[src/rtl/cp0_irq.sv]
// cp0_irq: MIPS coprocessor 0 with synchronised external interrupts, Count/Compare timer, EXL guard and PC redirect
//   clk, rst (async, active-low) | mtc0/mfc0/addr/wdata register access | eret, exc/exc_code, pc from the core
//   irq[NUM_IRQ] async level requests | rdata read port | take_exc/exc_addr redirect to the PC mux
module cp0_irq #(
  parameter int          NUM_IRQ    = 6,
  parameter logic [31:0] EXC_VECTOR = 32'h0040_0004,
  parameter bit          TIMER_EN   = 1'b1
) (
  input  logic               clk,
  input  logic               rst,
  input  logic               mtc0,
  input  logic               mfc0,
  input  logic               eret,
  input  logic               exc,
  input  logic [4:0]         exc_code,
  input  logic [31:0]        pc,
  input  logic [4:0]         addr,
  input  logic [31:0]        wdata,
  input  logic [NUM_IRQ-1:0] irq,
  output logic [31:0]        rdata,
  output logic [31:0]        exc_addr,
  output logic               take_exc
);
  localparam logic [4:0] A_COUNT = 5'd9, A_COMPARE = 5'd11, A_STATUS = 5'd12, A_CAUSE = 5'd13, A_EPC = 5'd14;
  logic [31:0] count, compare, epc, count_inc;
  logic [7:0] im, ip;
  logic [4:0] code;
  logic ie, exl, ti, take_sync, take_irq, take, wr;
  logic [NUM_IRQ-1:0] s1, s2;
  always_comb begin
    ip = '0;
    ip[NUM_IRQ-1:0] = s2;
    ip[7] = ti;
  end
  assign count_inc = count + 32'd1;
  assign take_sync = exc & ~exl;
  assign take_irq  = ie & ~exl & ~exc & |(ip & im);
  assign take      = take_sync | take_irq;
  // a taken exception or an eret squashes the mtc0 of the same instruction
  assign wr        = mtc0 & ~take & ~eret;
  assign take_exc  = rst & (take | eret);
  assign exc_addr  = (rst & eret & ~take) ? epc : EXC_VECTOR;
  always_comb begin
    rdata = !mfc0 ? 32'd0 :
            addr == A_COUNT   ? count :
            addr == A_COMPARE ? compare :
            addr == A_STATUS  ? {16'd0, im, 6'd0, exl, ie} :
            addr == A_CAUSE   ? {16'd0, ip, 1'b0, code, 2'b00} :
            addr == A_EPC     ? epc : 32'd0;
  end
  always_ff @(posedge clk or negedge rst) begin
    if (!rst) begin
      s1 <= '0;
      s2 <= '0;
      count <= '0;
      compare <= 32'hFFFF_FFFF;
      ti <= 1'b0;
      epc <= '0;
      code <= '0;
      ie <= 1'b0;
      exl <= 1'b0;
      im <= '0;
    end else begin
      s1 <= irq;
      s2 <= s1;
      count <= !TIMER_EN ? 32'd0 : (wr && addr == A_COUNT) ? wdata : count_inc;
      if (wr && addr == A_COMPARE) compare <= wdata;
      // Compare write clears TI; a Count write replaces the increment, so no match that cycle
      ti <= TIMER_EN && !(wr && addr == A_COMPARE) &&
            (ti || (!(wr && addr == A_COUNT) && count_inc == compare));
      if (take) begin
        epc <= pc;
        code <= take_sync ? exc_code : 5'd0;
        exl <= 1'b1;
      end else if (eret) begin
        exl <= 1'b0;
      end else if (wr && addr == A_STATUS) begin
        ie <= wdata[0];
        exl <= wdata[1];
        im <= wdata[15:8];
      end else if (wr && addr == A_EPC) begin
        epc <= wdata;
      end
    end
  end
endmodule
[config.mk]
export PLATFORM = sky130hd
export DESIGN_NAME = cp0_irq
export DESIGN_NICKNAME = d
export VERILOG_FILES = /design/src/rtl/cp0_irq.sv
export SDC_FILE = /design/constraint.sdc
export NUM_CORES = 1
export LEC_CHECK = 0
export ABC_AREA = 1
export CAP_MARGIN = 20
export CORE_MARGIN = 5
export CORE_UTILIZATION = 40
export CTS_CLUSTER_SIZE = 30
export DETAILED_ROUTE_END_ITERATION = 10
export DONT_BUFFER_PORTS = 1
export SETUP_SLACK_MARGIN = 0.4
export SYNTH_ARGS = -nofsm -noshare
export SYNTH_HDL_FRONTEND = slang
export SYNTH_SLANG_ARGS = --single-unit
[constraint.sdc]
create_clock -name clk -period 2.6 [get_ports clk]
set_clock_uncertainty 0.05 [all_clocks]
set_input_delay 0.39 -clock clk [delete_from_list [all_inputs] [get_ports clk]]
set_output_delay 0.39 -clock clk [all_outputs]
set_load 0.05 [all_outputs]
### After elaboration in Yosys (flattened, before gate mapping)

Index checks and enable logic that the tools add are counted.

* $add $sub $neg: 1
* equal/unequal tests: 8
* muxes and demuxes: 16
* bitwise logic cells: 16
* reduce and logical (&&, ||, !) cells: 14

Operator list (number)
* $mux 32: 12
* $add 32x1->32 const B: 1
* $eq 32x32->1: 1
* $eq 5x4->1 const B: 5
* $and 1x1->1: 9
* $and 8x8->8: 1
* $reduce_or 8->1: 1
* $logic_and 1x1->1: 6
* $reduce_and 3->1: 2
* $mux 5: 1
* $not 1->1: 4
* $mux 1: 3
* $reduce_bool 3->1: 1
* $logic_not 1->1: 2
* $ne 2x1->1 const B: 1
* $ne 2x2->1 const B: 1
* $or 1x1->1: 2
* $reduce_bool 2->1: 1
* $logic_or 1x1->1: 1

* flip-flop bits (word level): 124
* input port bits: 86
* output and inout port bits: 65
* logic and storage cells: 65

### Logic depth before layout (Yosys ltp)

Gate-level depths: netlist (run 1).

* depth in word-level cells: 13
* mapped depth: 16
* mapped depth without buffers: 16

### Worst setup path before layout (run 1)

OpenSTA, ideal clock, no wires.

* path kind: input-to-output
* start point: in addr[0]
* end point: out rdata[0]
* arrival time: 2500 ps
* data required time: 2160 ps
* path slack: -340 ps
* stages on the path: 7
* buffers on the path: 1
* path through: inv_1 nor2_4 nand3_1 clkinv_1 buf_2 a21oi_1 a221oi_1

* cells in the longest elaborated chain, start to end: 7
* elaborated cells between the ends (all ways): 11
* those cells by class: eq/ne: 5; mux: 6

Ends and longest elaborated chain
* start, declared: RTL line 17 `input logic [4:0] addr,`
* $eq 5x4->1: RTL line 49 `addr == A_EPC ? epc : 32'd0;`
* $mux 32: RTL line 49
* $mux 32: RTL line 48 `addr == A_CAUSE ? {16'd0, ip, 1'b0, code, 2'b00} :`
* $mux 32: RTL line 47 `addr == A_STATUS ? {16'd0, im, 6'd0, exl, ie} :`
* $mux 32: RTL line 46 `addr == A_COMPARE ? compare :`
* $mux 32 *: RTL line 45 `addr == A_COUNT ? count :`
* $mux 32 *: RTL line 44 `rdata = !mfc0 ? 32'd0 :`
* end, declared: RTL line 20 `output logic [31:0] rdata,`

Every way passes the cells marked *; elsewhere a longest branch is shown, timed or not.

### Worst setup path after layout (run 1)

* start point: reg ti
* end point: out exc_addr[1]

* cells in the longest elaborated chain, start to end: 7

Ends and longest elaborated chain
* start, declared: RTL line 28 `logic ie, exl, ti, take_sync, take_irq, take, wr;`
* start signal, assigned: RTL line 69 `ti <= TIMER_EN && !(wr && addr == A_COMPARE) &&`
* $and 8x8->8: RTL line 37 `assign take_irq = ie & ~exl & ~exc & |(ip & im);`
* $reduce_or 8->1: RTL line 37
* $and 1x1->1: RTL line 37
* $or 1x1->1: RTL line 38 `assign take = take_sync | take_irq;`
* $not 1->1 (no source line)
* $and 1x1->1: RTL line 42 `assign exc_addr = (rst & eret & ~take) ? epc : EXC_VECTOR;`
* $mux 32: RTL line 42
* end, declared: RTL line 21 `output logic [31:0] exc_addr,`

Every way passes these cells.

==> run metrics, run 1 <==
Antenna diodes 0; distinct cell type count of the synthesized netlist 41; Mapped Area around 7700 µm²; worst-path cell chain nand2_2, nand2_1, a21oi_2, nand2_2, nand2_2, nand2_2, inv_2, nand3_4, buf_12, nor2_1, buf_6; ys async rst share 100%; Buf/Inv on CP 3; H-tree level count 4; area occupied by multi-input gates 4380 µm²; min Tclk post-route 2570 ps; kind of critical path register to output pin; capturing element type of the critical path output pin; clk sinks approximately 120; fin crit share 98.8%; gpl congestion around 0.93; P&R area growth vs syn 36.6%; Util after Layout a little under three fifths; DR iter-0 viols 860; largest net degree at the start of global routing 127; pwr/cell area between 800 and 900 nW/µm²; CP Data Required Time 2160 ps; Area contributors post-synth dfrtp_1, nand2_1, dfstp_2, o21ai_0, inv_1; final setup margin 32.4 ps; antenna-violating nets left 0; GR Overflow Total 0; syn nets 1,183; CP Max Fanout 10; DP HPWL 21,200 µm; worst min path class primary input to asynchronous set/reset pin; Port Buffers 0; main flop type after synthesis dfrtp_1; total power 8.88 mW; initial core utilization 40.8%; Die X 149 µm; VDD IR max ~0.68 mV; Cells after Synth roughly 1,100; initial antenna violation count 0; delay of the slowest critical-path stage around 430 ps; violated checks negative hold slack; IO Pins approximately 150; Placement Rows 50; share of layout cells above drive strength 1 24.7%; status complete, but fails checks; area leader, netlist dfrtp_1; max-cap violations 0; WP data arrival 2130 ps; flops & latches, synth between 100 and 150; cell mode on critical path nand2_2; maximum clock frequency between 300 and 400 MHz; area share of the largest cell type after synthesis 30.0%; cts hold-fix bufs 6; delay-heaviest family, CP simple AND/OR/NAND/NOR gates; Seq/Total Area, Yosys 40.9%; CTS Buf Count 17; vias in the first global route 7,458; Final setup viols 0; P_leak 4.68 nW; WL/cell 19.9 µm; GRT Util Overall 25.7%; clock slew at reported path FFs about 70 ps; final hold violation count 124; first-pass GRT wire length 43,500 µm; total number of vias between 7,000 and 8,000; critical path launch point type register; Yosys warnings 0; Reg area 3150 µm²; fillcell total 1,747; Post-Route WL roughly 29,000 µm; core area approximately 19,000 µm²; Clock Tree Root clkbuf_16; Max-slew headroom roughly 58%; post-placement setup slack 326 ps; Final #Nets 1,268; CP max stage cell dfrtp_1; clk_lat worst skew 440 ps; Vias/cell 5.45; Worst-Margin Slew 631 ps; max-slew violations 0; Clock Tree Buf Depth 2; final hold slack -405 ps; CTS tree done; RSZ-0062 raised after global routing true; syn_area_per_cell around 7 µm²; EDFF count, synth 0; DIE AREA 22,100 µm²; router iterations before antenna repair 7; drt drc 0; Chip Height 149 µm
[metrics by stage]
| stage | cells | cell area (µm²) | setup TNS (ps) | hold slack, ps |
|---|---|---|---|---|
| finish | 1454 | 10500 | 0 | -405 |
| global route | 1454 | 10500 | -225 | -426 |
| CTS | 1444 | 10100 | 0 | -419 |
| detailed placement | 1400 | 9170 | 0 | 47.7 |
| global placement | 1400 | 9170 | 0 | 48.4 |
| floorplan | 1096 | 7950 | 0 | 44.4 |
[where the power goes]
group	internal (mW)	switching [mW]	leakage (nW)
combinational	1.14	2.24	2.97
sequential	2.59	0.465	1.42
clock	1.37	1.07	0.290
total	5.10	3.78	4.68
[final timing paths]
kind	startpoint	to	slack [ps]	cells past startpoint
setup / recovery	ti$_DFF_PN0_	exc_addr[1]	30	11
hold / removal	rst	s2[0]$_DFF_PN0_	-400	0
setup reg to reg	count[1]$_DFF_PN0_	ti$_DFF_PN0_	400	14
hold reg to reg	s1[2]$_DFF_PN0_	s2[2]$_DFF_PN0_	300	0
max in group asynchronous	rst	compare[24]$_DFFE_PN1P_	2660	0
min in group clk	wdata[27]	compare[27]$_DFFE_PN1P_	20	2
[Yosys cell counts (all sizes together), types with 10 or more instances]
library cell	instances
nand3b	10
o211ai	30
nor2	137
buf	14
nand3	73
inv	135
o21ai	145
a21oi	23
dfstp	32
clkbuf	29
nand2	310
dfrtp	92
a211oi	16
[repair_timing]
item                                    CTS  global route
buffers inserted                          5             7
endpoints found under the hold margin   130           124
pin swaps                                 5             7
endpoints found under the setup margin   64           155
cloned                                    1             3
gates resized for setup                  78            71
[kinds of logic after synthesis]
group	Yosys count	share of synthesized area (%)
XOR/XNOR	10	1.71
AO/OA/AOI/OAI	235	17.4
flip-flops	124	40.9
buffers and inverters	182	9.09
adder cells (fa/ha/maj)	1	0.163
AND/OR/NAND/NOR	544	30.7
[final cells by class]
class                   count  share of cell area [%]
clock buffers              17                    4.05
inverters                 139                    5.02
flip-flops and latches    124                    30.0
well taps                 260                    3.10
multi-input cells         790                    41.8
clock inverters            15                    1.56
repair buffers            109                    14.5
[cells in the final DEF, fill, tap and decap left out, types with 32 or more instances in the layout]
| cell type | synthesis | layout |
|---|---|---|
| nand2_1 | 300 | 294 |
| o21ai_0 | 140 | 137 |
| inv_1 | 133 | 127 |
| dfrtp_1 | 92 | 87 |
| nand3_1 | 72 | 70 |
| nor2_1 | 124 | 69 |
| buf_12 | 0 | 38 |
| nor2_2 | 4 | 34 |
| dfstp_2 | 32 | 32 |
[state kept, by name (all words and copies together) (netlist names)]
| register | cells |
|---|---|
| exl | 1 |
| ti | 1 |
| compare | 32 |
| epc | 32 |
| count | 32 |
| s1 | 6 |
| im | 8 |
| s2 | 6 |
| code | 5 |
| ie | 1 |
[metal layers]
layer	track usage (%)	part of all wire, %	vias to the layer above
met5	0	0	-
met4	6.56	2.4	0
met3	6.34	9.0	52
met2	37.4	44	377
met1	38.3	44	3774
li1	-	-	3728
Note: power is estimated with default switching activity, not from simulation.
==> run 2, diff against run 1 <==
Settings changed: RECOVER_POWER from default to 50.
==> results of run 2 <==
Final layout, timing and power as in run 1 (identical DEF).
